**src/rtl/mux_acc_stage.sv**
```systemverilog
`default_nettype none
// ============================================================================
//  Module      : mux_acc_stage
//  Description : Accumulator stage fed by the 2x1 operand mux output. On a
//                start command it sums COUNT operands of SIZE bits presented
//                with a valid strobe, tracks a sticky overflow flag, pulses
//                done for one cycle and holds the result for the next stage.
//  Revision    : 1.0 - initial release
// ============================================================================
module mux_acc_stage #(
    parameter int SIZE  = 8,   // operand / accumulator width, matches upstream mux
    parameter int COUNT = 4    // operands per run, 1..255
) (
    input  logic            clk,
    input  logic            rst,
    input  logic            start,
    input  logic [SIZE-1:0] din,
    input  logic            din_valid,
    output logic [SIZE-1:0] acc,
    output logic            carry,
    output logic [7:0]      cnt,
    output logic            busy,
    output logic            done
);

    // State encoding chosen so busy and done are single register bits:
    // bit 0 = ACC, bit 1 = DONE. The decoded outputs are therefore glitch-free.
    localparam logic [1:0] S_IDLE = 2'b00;
    localparam logic [1:0] S_ACC  = 2'b01;
    localparam logic [1:0] S_DONE = 2'b10;

    // Operand count value seen before the edge that accepts the final operand.
    localparam logic [7:0] C_LAST_IDX = 8'(COUNT - 1);

    logic [1:0]      r_state;
    logic [1:0]      w_state_nxt;
    logic [SIZE-1:0] r_acc;
    logic            r_carry;
    logic [7:0]      r_cnt;

    logic            w_start_run;
    logic            w_accept;
    logic            w_last;
    logic [SIZE:0]   w_sum;

    // A run begins only from IDLE; start is ignored everywhere else.
    assign w_start_run = (r_state == S_IDLE) && start;

    // Operands are taken only while accumulating and strobed valid.
    assign w_accept    = (r_state == S_ACC) && din_valid;

    // The accepted operand is the final one of the run.
    assign w_last      = w_accept && (r_cnt == C_LAST_IDX);

    // One extra bit captures the carry out of this particular addition.
    assign w_sum       = {1'b0, r_acc} + {1'b0, din};

    // Next-state selection: IDLE -> ACC on start, ACC -> DONE on last operand,
    // DONE always returns to IDLE after its single cycle.
    always_comb begin
        w_state_nxt = r_state;
        case (r_state)
            S_IDLE: begin
                if (start) begin
                    w_state_nxt = S_ACC;
                end
            end
            S_ACC: begin
                if (w_last) begin
                    w_state_nxt = S_DONE;
                end
            end
            S_DONE: begin
                w_state_nxt = S_IDLE;
            end
            default: begin
                w_state_nxt = S_IDLE;
            end
        endcase
    end

    // State register; reset aborts any run in progress without a done pulse.
    always_ff @(posedge clk or posedge rst) begin
        if (rst) begin
            r_state <= S_IDLE;
        end else begin
            r_state <= w_state_nxt;
        end
    end

    // Datapath: clear on run start, accumulate on accepted operands, otherwise
    // hold so the last result stays visible until the next start.
    always_ff @(posedge clk or posedge rst) begin
        if (rst) begin
            r_acc   <= '0;
            r_carry <= 1'b0;
            r_cnt   <= 8'd0;
        end else if (w_start_run) begin
            r_acc   <= '0;
            r_carry <= 1'b0;
            r_cnt   <= 8'd0;
        end else if (w_accept) begin
            r_acc   <= w_sum[SIZE-1:0];
            r_carry <= r_carry | w_sum[SIZE];
            r_cnt   <= r_cnt + 8'd1;
        end
    end

    assign acc   = r_acc;
    assign carry = r_carry;
    assign cnt   = r_cnt;
    assign busy  = r_state[0];
    assign done  = r_state[1];

endmodule
`default_nettype wire

```
**config.mk**
```make
export PLATFORM = sky130hd
export DESIGN_NAME = mux_acc_stage
export DESIGN_NICKNAME = d
export VERILOG_FILES = /design/src/rtl/mux_acc_stage.sv
export SDC_FILE = /design/constraint.sdc
export NUM_CORES = 1
export LEC_CHECK = 0
export BUFFER_PORTS_ARGS = -buffer_cell sky130_fd_sc_hd__buf_2
export CAP_MARGIN = 40
export CORE_ASPECT_RATIO = 1.75
export CORE_UTILIZATION = 45
export CTS_BUF_LIST = sky130_fd_sc_hd__clkbuf_4 sky130_fd_sc_hd__clkbuf_8
export CTS_CLUSTER_SIZE = 28
export DETAILED_ROUTE_END_ITERATION = 10
export GPL_TIMING_DRIVEN = 0
export PLACE_DENSITY = 0.81
export SYNTH_ARGS = -nofsm -noshare
export SYNTH_HDL_FRONTEND = slang
export SYNTH_SLANG_ARGS = --single-unit
```
**constraint.sdc**
```tcl
create_clock -name clk -period 2 [get_ports clk]
set_clock_uncertainty 0.1 [all_clocks]
set_input_delay 0.4 -clock clk [delete_from_list [all_inputs] [get_ports clk]]
set_output_delay 0.4 -clock clk [all_outputs]
set_load 0.01 [all_outputs]
```
==> impl_metrics.ini, run 1 <==
[outcome]
status = complete, no violations

[critical_path]
critPathBufInv = 1
reg2reg_depth = 8
cp.required_ns = 2.07
cp_slowest_stage_delay_ns = 0.40
cpMaxStageDelayCell = dfrtp_1
cp_top_family = adder cells
critPathLaunchType = register
cp_max_fo = 3
path_cells = ha_4 > inv_2 > fa_2 > nand2b_4 > a21oi_4 > o21ai_2 > nor3b_4 > o31ai_2
path_class = register to register
critPathCaptureType = register
path_depth = 8
critPathArrivalTime_ns = 2.02

[sta]
max_slew_margin_pct = 50.3
period_share_pct = 97.5
hold_viol_final = 0
period_minus_slack_ns = 1.95
worst_slew_pin_slew_ns = 0.745
report.final.setup_viol = 0
whs_ns = 0.160
drv_slew = 0
timing.fmax_mhz = 513

[clock_tree]
cts_root_buffer = clkbuf_8
clock_sinks = 19
cts_buffers = 3
clk_path_buf_depth = 2
clock_latency_ns = 0.26
clk_pin_slew_worst_paths_ns = 0.07
holdBufCountCts = 0
cts_tree = built
htree_num_levels = 1

[final_layout]
final_layout_size_suffix_gt1_share_pct = 36.8
syn2layout_area_growth_pct = 27.4
antenna_cells = 0
post-route-util_pct = 61.9
final_nets = 175

[synth]
synth.most_common_cell = dfrtp_1
synth.largest_area_cell = dfrtp_1
syn_inst = 114
synth-edff-count = 0
synth_area_leaders = dfrtp_1 41%, ha_1 9.8%, xor2_1 4.6%, o21ai_0 3.5%, nor2_1 3.3%
synth_seq_area_share_pct = 41.5
synth_nets = 136
synth_common_cells = 19 x dfrtp_1, 10 x nor2_1, 9 x ha_1, 8 x o21ai_0, 7 x inv_1
syn_avg_cell_area_um2 = 10.1
ys_types = 37
yosysTopAreaCellShare_pct = 41.5
ys.flop_type = dfrtp_1
synth-seq-cells = 19
syn-cell-area_um2 = 1150
async_flop_share_pct = 100
ys_warn_count = 0

[route]
vias_per_cell = 5.59
dr.first_iter.drc_count = 35
drcViolationCount = 0
wl_per_cell_um = 14.5
routed_wl_mm = 2.57
ant_nets = 0
drt_pre_antenna_iters = 4
vias = 990

[min_path]
hold_path_class = input port to asynchronous set/reset pin

[die]
die_h_um = 68.8
initial_core_util_pct = 48.6
dieArea_um2 = 2760
ios = 31
dieWidth_um = 40.2
core_um2 = 2360
row_count = 23

[grt]
grt_use_total_pct = 21.1
grt_overflow = 0
antenna_found_initial = 0
grt_max_degree = 20
grt_pass1_wl_mm = 3.99
grt_pass1_vias = 946

[power_and_ir_drop]
power_density_nw_per_um2 = 1400
max-vdd-ir-drop_mv = 0.806
finalPower_mw = 2.04
p_leak_nw = 0.734

[placed_design]
port_buffers = 30
dp_hpwl_mm = 1.87
gp_congestion = 0.822

[job]
max_cap_viol_count = 0
==> per-layer routing <==
metal | global-route usage [%] | vias up | share of wire (%)
met4 | 11.6 | 0 | 1.2
li1 | - | 482 | -
met1 | 23.1 | 476 | 42
met2 | 36.1 | 28 | 53
met3 | 3.85 | 4 | 3.6
met5 | 0 | - | 0
==> power by group <==
group          leakage [nW]  switching, mW  internal [mW]
sequential            0.245          0.126          0.515
clock                0.0262          0.132          0.155
combinational         0.463          0.597          0.516
total                 0.734          0.855           1.19
==> placed cells by master (no fill, tap or decap), types with 2 or more instances in the layout <==
cell	count
o21ai_1	4
o21a_1	2
a21oi_1	3
o21ai_0	8
nand2b_1	2
a22o_1	3
nand3_1	5
a31oi_1	2
nor2_1	10
xnor2_1	2
nand2_1	6
nand4_1	2
ha_1	8
xor2_1	6
dfrtp_1	19
buf_4	4
clkbuf_8	3
inv_1	6
buf_2	31
==> cells by family (layout without fill, tap and decap cells) <==
| kind of cell | count (synthesis) | count (layout) | share of synthesized area, % |
|---|---|---|---|
| AOI/OAI and AO/OA | 31 | 31 | 17.4 |
| xor gates and xnor gates | 8 | 8 | 6.11 |
| adders and majority gates | 10 | 10 | 11.6 |
| buffers and inverters | 8 | 46 | 2.73 |
| DFF | 19 | 19 | 41.5 |
| and+or+nand+nor | 38 | 38 | 20.7 |
==> registers in the layout, indices dropped and copies added, names as in the netlist <==
name / cells
acc: 8
carry: 1
cnt: 8
r_state: 2
==> metrics by stage <==
| stage | instance area [um^2] | instances | setup slack [ns] | setup TNS [ns] |
|---|---|---|---|---|
| after global routing | 1460 | 177 | -0.0387 | -0.0387 |
| after global placement | 1330 | 169 | -0.167 | -0.263 |
| final | 1460 | 177 | 0.0493 | 0 |
| after detailed placement | 1330 | 169 | -0.298 | -0.455 |
| after floorplan | 1150 | 114 | 0.0326 | 0 |
| after CTS | 1410 | 174 | 0.00741 | 0 |
==> repair_timing <==
action | in CTS | in global routing
resized for setup | 4 | 7
pin swaps | 1 | 5
endpoints found under the hold margin | 0 | 0
buffers inserted | 1 | 3
endpoints found under the setup margin | 2 | 1
==> path summary, 6_finish.rpt <==
kind                                    start                     end  slack [ns]
max                        acc[0]$_DFFE_PP0P_      acc[6]$_DFFE_PP0P_        0.05
max in group asynchronous                 rst  r_state[0]$_DFFE_PP0P_        1.17
max reg2reg                acc[0]$_DFFE_PP0P_      acc[6]$_DFFE_PP0P_        0.05
min reg2reg                 carry$_DFFE_PP0P_       carry$_DFFE_PP0P_        0.39
min                                       rst      acc[7]$_DFFE_PP0P_        0.16
min in group clk                        start  r_state[0]$_DFFE_PP0P_        0.35
==> area by class of cell <==
class,count,area (um^2)
multi-input combinational,87,693
clock buffer,4,48.8
sequential,19,475
tap,25,31.3
buffer,1,5.00
inverter,7,26.3
timing repair buffer,34,180
fill,209,900
(Power assumes the default switching activity.)
==> inputs of run 2 (changes only) <==
--- a/config.mk
+++ b/config.mk
@@ -14,6 +14,7 @@
 export DETAILED_ROUTE_END_ITERATION = 10
 export GPL_TIMING_DRIVEN = 0
 export PLACE_DENSITY = 0.81
+export REMOVE_ABC_BUFFERS = 1
 export SYNTH_ARGS = -nofsm -noshare
 export SYNTH_HDL_FRONTEND = slang
 export SYNTH_SLANG_ARGS = --single-unit
==> run 2 against run 1 <==
Effect of this change: core utilization down 2.0 points; critical path depth unchanged; fmax increased by 4.1%; clock power about the same; design area is 3.3% lower; critical path type unchanged; largest cell class unchanged; highest routed layer unchanged.
==> impl_metrics.ini, run 2 (synthesis results as in run 1) <==
[clock_tree]
clock_latency_ns = 0.26
htree_num_levels = 1
clk_pin_slew_worst_paths_ns = 0.07
clock_sinks = 19
cts_buffers = 3
cts_tree = built
cts_root_buffer = clkbuf_8
clk_path_buf_depth = 2

[placed_design]
dp_hpwl_mm = 1.81
place_ws_ns = -0.216
port_buffers = 30
dp.cells = 168
place_area_um2 = 1320
gp_congestion = 0.825

[critical_path]
cp_max_fo = 3
critPathBufInv = 1
critPathLaunchType = register
cp.required_ns = 2.07
critPathArrivalTime_ns = 1.94
cp_slowest_stage_delay_ns = 0.39
cp_top_family = adder cells
r2r-start = acc[0]$_DFFE_PP0P_
critPathCaptureType = register
cp-startpoint = acc[0]$_DFFE_PP0P_
cpMaxStageDelayCell = dfrtp_1
path_cells = ha_4 > inv_1 > fa_2 > nand2b_4 > a21oi_4 > o21ai_1 > nor3b_1 > o31ai_1
path_class = register to register

[sta]
period_minus_slack_ns = 1.87
whs_ns = 0.145
rsz0062_at_grt = false
final.setup.worst_slack_ns = 0.125
period_share_pct = 93.7
max_slew_margin_pct = 52.3
timing.fmax_mhz = 533
drv_slew = 0
report.final.setup_viol = 0
worst_slew_pin_slew_ns = 0.715
hold_viol_final = 0

[die]
ios = 31
dieWidth_um = 40.2
dieArea_um2 = 2760
initial_core_util_pct = 48.6
row_count = 23
die_h_um = 68.8
core_um2 = 2360

[power_and_ir_drop]
swShare_pct = 41.7
pwr-share-comb_pct = 52.7
pwr-share-clk_pct = 14.6
p_leak_nw = 0.708
power.switching_uw = 813
intPower_mw = 1.14
finalPower_mw = 1.95
power_density_nw_per_um2 = 1380
pwr-share-seq_pct = 32.7
max-vdd-ir-drop_mv = 0.593

[final_layout]
register_area_um2 = 475
instances_no_fill = 173
mostFrequentLayoutCells = 30 x buf_2, 19 x dfrtp_1, 10 x nor2_1
layout_commonest_cell = buf_2
n_fill_cell = 205
syn2layout_area_growth_pct = 23.3
antenna_cells = 0
final_nets = 171
multi_input_area_um2 = 673
final_layout_size_suffix_gt1_share_pct = 32.4
final_cell_area_um2 = 1410

[grt]
grt_use_total_pct = 19.8
grt_overflow = 0
grt_max_degree = 20
grt_pass1_wl_mm = 3.79
antenna_found_initial = 0
grt_pass1_vias = 928

[route]
wl_per_cell_um = 13.7
vias_per_cell = 5.53
ant_nets = 0
routed_wl_mm = 2.36
drt_pre_antenna_iters = 4
drcViolationCount = 0
dr.first_iter.drc_count = 21
vias = 957

[job]
max_cap_viol_count = 0

[outcome]
status = complete, no violations

[min_path]
hold_path_class = input port to asynchronous set/reset pin
-- run 2: cell types whose count changed in the layout (fill, tap and decap cells not counted), sizes merged --
cell / delta
buf: -4
-- run 2: cell type report --
cell class / instances / share of cell area (%)
Multi-Input combinational cell: 87 / 47.7
Clock buffer: 4 / 3.45
Tap cell: 25 / 2.21
Timing Repair Buffer: 31 / 11.2
Inverter: 7 / 1.86
Sequential cell: 19 / 33.7
-- run 2: path summary, 6_finish.rpt --
kind                            slack [ns]                     end  depth (start not counted)
min in group clk                      0.36  r_state[0]$_DFFE_PP0P_                          3
worst min-delay path                  0.15      cnt[0]$_DFFE_PP0P_                          2
worst min register to register        0.39       carry$_DFFE_PP0P_                          1
worst max-delay path                  0.13      acc[6]$_DFFE_PP0P_                          8
max in group asynchronous             1.20      cnt[5]$_DFFE_PP0P_                          2
worst max register to register        0.13      acc[6]$_DFFE_PP0P_                          8
-- run 2: timing repair --
| item | 4_1_cts | 5_1_grt |
|---|---|---|
| hold buffers | 0 | 0 |
| gates resized for setup | 3 | 4 |
| endpoints found under the setup margin | 2 | 2 |
| buffers inserted | 1 | 0 |
| pin swaps | 0 | 1 |
-- run 2: power by group through the flow --
| stage | registers, mW | logic, mW | clock network (mW) |
|---|---|---|---|
| 3_3_place_gp | 0.637 | 0.926 | 0 |
| 5_1_grt | 0.663 | 1.15 | 0.304 |
| 3_5_place_dp | 0.643 | 0.961 | 0 |
| 2_1_floorplan | 0.693 | 0.631 | 0 |
| 4_1_cts | 0.633 | 1.01 | 0.289 |
| 6_report | 0.637 | 1.03 | 0.284 |
-- run 2: metal layers --
metal / wire length (um) / share of wire, % / global-route usage [%]
met5: 0 / 0 / 0
met2: 1260 / 53 / 34.7
met3: 95 / 4.0 / 2.88
met4: 36 / 1.5 / 8.62
met1: 973 / 41 / 22.4
-- run 2: metrics by stage --
step / setup TNS (ns) / utilization [%]
after CTS: 0 / 59.0
after global placement: -0.263 / 56.0
after global routing: 0 / 59.9
after detailed placement: -0.359 / 56.0
after floorplan: 0 / -
final: 0 / 59.9
